## src/rtl/seq_det_pkg.sv

```systemverilog
// Shared types and constants for the 11011 serial pattern detector.
package seq_det_pkg;

  typedef enum logic [2:0] {
    IDLE   = 3'd0,
    S1     = 3'd1,
    S11    = 3'd2,
    S110   = 3'd3,
    S1101  = 3'd4,
    DETECT = 3'd5
  } state_t;

  localparam logic [4:0] PATTERN = 5'b11011;

endpackage

```

## src/rtl/seq_det_11011.sv

```systemverilog
// Moore FSM that pulses dout for one cycle after the serial stream ends in 11011 (overlapping).
module seq_det_11011
  import seq_det_pkg::*;
(
  input  logic clk,
  input  logic rst,
  input  logic din,
  output logic dout
);

  state_t r_state;
  state_t w_state_next;

  always_ff @(posedge clk) begin
    if (!rst) begin
      r_state <= IDLE;
    end else begin
      r_state <= w_state_next;
    end
  end

  always_comb begin
    w_state_next = IDLE;
    unique case (r_state)
      IDLE:    w_state_next = din ? S1     : IDLE;
      S1:      w_state_next = din ? S11    : IDLE;
      S11:     w_state_next = din ? S11    : S110;
      S110:    w_state_next = din ? S1101  : IDLE;
      S1101:   w_state_next = din ? DETECT : IDLE;
      // Trailing "11" of a match seeds the next one.
      DETECT:  w_state_next = din ? S11    : S110;
      default: w_state_next = IDLE;
    endcase
  end

  assign dout = (r_state == DETECT);

endmodule

```

## config.mk

```make
export PLATFORM = sky130hd
export DESIGN_NAME = seq_det_11011
export DESIGN_NICKNAME = d
export VERILOG_FILES = /design/src/rtl/seq_det_pkg.sv /design/src/rtl/seq_det_11011.sv
export SDC_FILE = /design/constraint.sdc
export NUM_CORES = 1
export LEC_CHECK = 0
export CORE_AREA = 3 3 40 42
export DETAILED_ROUTE_END_ITERATION = 10
export DIE_AREA = 0 0 43 45
export PLACE_DENSITY = 0.33
export SLEW_MARGIN = 20
export SYNTH_ARGS = -nofsm -noshare
export SYNTH_HDL_FRONTEND = slang
export SYNTH_SLANG_ARGS = --single-unit
export TNS_END_PERCENT = 20
```

## constraint.sdc

```tcl
create_clock -name clk -period 0.9 [get_ports clk]
set_input_delay 0.135 -clock clk [delete_from_list [all_inputs] [get_ports clk]]
set_output_delay 0.135 -clock clk [all_outputs]
set_load 0.02 [all_outputs]
```

* Word level (Yosys, flattened, before mapping)
Index checks and enable logic that the tools add are counted.
Storage, ports and cells: ROM bits 0, input port bits 3, latch bits 0, flip-flop bits (word level) 3, RAM bits 0, logic and storage cells 14, output and inout port bits 1, memories kept 0
Cells by class: multiplexer cells 6, $mul 0, shift-type cells 0, add/sub/neg operators 0, $lt $le $gt $ge 0, bitwise operators 0, equality and inequality tests 5, reductions and logical operators 2, divide/modulo/power cells 0
Operators with widths (count):
- $pmux W3 S5 | 1
- $eq A3 B2 Y1 const B | 2
- $eq A3 B3 Y1 const B | 2
- $mux W3 | 2
- $eq A3 B1 Y1 const B | 1
- $logic_not A3 Y1 | 1
- $mux W1 | 2
- $mux W2 | 1
- $reduce_or A2 Y1 | 1

* Logic depth before layout (Yosys ltp)
word-level depth 3, depth in mapped cells 3, depth with buffers taken out 3

* Worst setup path before layout
No wires, ideal clock.
kind register to register, from reg r_state[2], to reg r_state[0], library setup time 122 ps, arrival 796 ps, buffers on the path 0, slack -18 ps, stages on the path, launching flop included 3, data required time 778 ps, clock period less this slack 918 ps, cells stage by stage dfxtp_1 -> nor4bb_1 -> o31a_2
On the way: longest elaborated chain between the ends 3, elaborated cells between the ends (all ways) 8, those cells by class eq/ne: 5; mux: 1; reduce/logical: 2
Ends and longest elaborated chain:
- from (decl) | line seq_det_11011.sv:11 | state_t r_state;
- from (signal assigned) | line seq_det_11011.sv:18 | r_state <= w_state_next;
- $eq A3 B3 Y1 / $eq A3 B2 Y1 (equally long branches) | line seq_det_11011.sv:24 | unique case (r_state)
- $reduce_or A2 Y1 (no source line)
- $pmux W3 S5 * | line seq_det_11011.sv:24
Mark *: on every way between the ends. The rest lies on a longest branch, timed or not. A chain may end at the register's enable or synchronous reset.

* Worst setup path in the final report
Same ends and word-level chain as after synthesis.

==> metrics.yaml <==
synthesis:
  synth_area_leaders: "dfxtp_1 (40%), nor3b_1 (10%), nor4bb_1 (6.7%)"
  ys_warn_count: 0
  yosysSeqAreaShare_pct: 40.0
  synth_common_cells: "dfxtp_1 (3), nand2_1 (2), nor2_1 (2), nor3b_1 (2)"
  syn-num-nets: 20
  synth.most_common_cell: "dfxtp_1"
  syn_avg_cell_area_um2: 8.83
  synthesis.area_um2: 150
  synth-seq-cells: 3
  yosys.area.top_type: "dfxtp_1"
  yosysTopAreaCellShare_pct: 40.0
  synthArstFlopShare_pct: 0
  yosysUniqueCellTypes: 12
  synth_top_flop_cell: "dfxtp_1"
  postSynthCellCount: 17
  synth_edf_count: 0
timing:
  fmax_ghz: 0.985
  fin_crit_ns: 1.02
  drv_slew: 0
  maxSlewHeadroom_pct: 84.3
  holdWs_ns: 0.400
  fin_crit_sh_pct: 113
  worst_slew_pin_slew_ns: 0.232
  hold_violations: 0
  finalSetupViolations: 3
  rsz0062_at_grt: "yes"
  fin_skew_ns: 0.00234
  fin_ws_ns: -0.116
setup_path:
  worstRegToRegCells: 3
  r2r-end: "r_state[0]"
  critPathMaxFanout: 5
  critical_path_class: "reg -> reg"
  reg2reg_from: "r_state[2]"
  path_cells: "buf_6 > nor4bb_1 > o31a_2"
  crit_family: "compound AO/OA/AOI/OAI gates"
  cp.required_ns: 1.01
  cpPeakStageDelay_ns: 0.33
  cp-end-kind: "register"
  start_kind: "register"
  crit_path_top_delay_cell: "o31a_2"
  path_buf_inv: 1
  cp_data_arrival_time_ns: 1.12
  reg2reg_setup_slack_ns: -0.12
die:
  die_w_um: 43
  die_y_um: 45
  core-area_um2: 1280
  rows: 13
  die_area_um2: 1940
  start_util_pct: 11.7
  ios: 4
worst_hold_path:
  hp-start: "din"
  min_path_type: "in -> reg"
  min_delay_path_depth: 2
  min_to: "r_state[2]"
grt:
  grt_max_degree: 8
  grt_overflow_total: 0
  grt.total_usage_pct: 5.15
  grt_pass1_wl_um: 634
  grt_pass1_vias: 151
  antenna_found_initial: 0
cts:
  clockBufferDepth: 2
  cts.sinks: 3
  numCtsBuffers: 3
  clock_latency_ns: 0.23
  htreeDepth: 1
  clk_pin_slew_ns: 0.04
  cts-root-buf: "clkbuf_4"
  cts_tree: "built"
outcome:
  status: "complete, but fails checks"
  violations: "negative setup slack"
route:
  wl_per_cell_um: 9.35
  drc: 0
  vias: 156
  vias_per_cell: 3.63
  drt_iter0_drc: 2
  route.antenna.remaining_nets: 0
  wirelength_um: 402
  dr.pass1.iters: 4
placed_design:
  io_buffers: 3
  place_congestion: 0.711
  dp_cells: 38
  dp_hpwl_um: 298
cells_and_area:
  largest-register: "r_state"
  antennaDiodeCount: 0
  reg_top3: "r_state x3"
  largest_reg_flops: 3
  nets: 32
  drive_gt1_share_pct: 57.1
  syn_to_final_growth_pct: 90.8
  fin_cells: 43
power:
  swShare_pct: 20.6
  clockPowerShare_pct: 53.3
  cellInternalPower_uw: 338
  seq_power_share_pct: 34.4
  peakVddDrop_mv: 0.403
  total_leakage_power_uw: 0.000113
  p_sw_uw: 87.5
  p_per_area_nw_per_um2: 1480
  comb_power_share_pct: 12.3
flow_run:
  maxCapViolations: 0
area by class of cell:
class | instances | area (um^2)
fillers | 145 | 998
multi-input cells | 14 | 106
repair buffers | 7 | 71.3
flip-flops and latches | 3 | 63.8
clock buffers | 4 | 26.3
well taps | 15 | 18.8
logic make-up after synthesis:
logic type / Yosys count / synth area share [%]
AOI/OAI and AO/OA: 4 / 19.2
DFF: 3 / 40.0
and+or+nand+nor: 10 / 40.8
worst max-delay path by stage:
stage	from	endpoint	slack (ns)	depth (start not counted)
floorplan	r_state[2]	r_state[0]	0.001	2
global placement	r_state[2]	dout	-0.32	3
detailed placement	din	r_state[0]	-0.33	3
CTS	r_state[2]	r_state[0]	-0.11	3
global route	r_state[0]	dout	-0.13	3
finish	r_state[2]	r_state[0]	-0.12	3
power groups by stage:
stage                     logic, uW  registers, uW  clock network (uW)
final                          52.2            146                 227
after detailed placement       46.1            146                   0
after global placement         44.9            146                   0
after global routing           56.3            147                 262
after CTS                      50.0            145                 239
after floorplan                15.6            151                   0
layout by cell type (no fill, tap or decap):
master / instances
buf_6: 4
clkbuf_4: 3
dfxtp_2: 3
nand2_2: 1
nor2_2: 1
nand2_1: 1
nand2b_1: 1
o22ai_1: 1
and3_1: 1
nor4bb_1: 1
nor3b_1: 1
nor4b_2: 1
o31a_2: 1
nor3b_2: 1
o21ai_1: 1
nor2_1: 1
o21a_1: 1
clkbuf_1: 1
dlygate4sd2_1: 1
clkdlybuf4s50_1: 1
buf_4: 1
per-layer routing:
metal / global-route usage, % / vias up / part of all wire [%]
li1: - / 87 / -
met3: 3.59 / 0 / 1.5
met1: 6.00 / 67 / 55
met4: 7.23 / 0 / 0
met2: 4.79 / 2 / 43
met5: 0 / - / 0
stage by stage:
step                setup TNS, ns  instance area [um^2]  setup slack (ns)  total power [uW]  utilization, %
floorplan                       0                   154           0.00128               167               -
global placement           -0.868                   225            -0.320               191            17.5
detailed placement         -0.884                   225            -0.332               192            17.5
CTS                        -0.271                   273            -0.107               434            21.2
global route               -0.382                   287            -0.132               465            22.3
finish                     -0.242                   287            -0.116               425            22.3
timing repair:
action / CTS / global route
gates resized for setup: 10 / 5
endpoints found under the hold margin: 0 / 0
hold buffers: 0 / 0
endpoints found under the setup margin: 4 / 4
buffers inserted: 1 / 0
pin swaps: 2 / 1
Power figures use the tool's default switching activity.
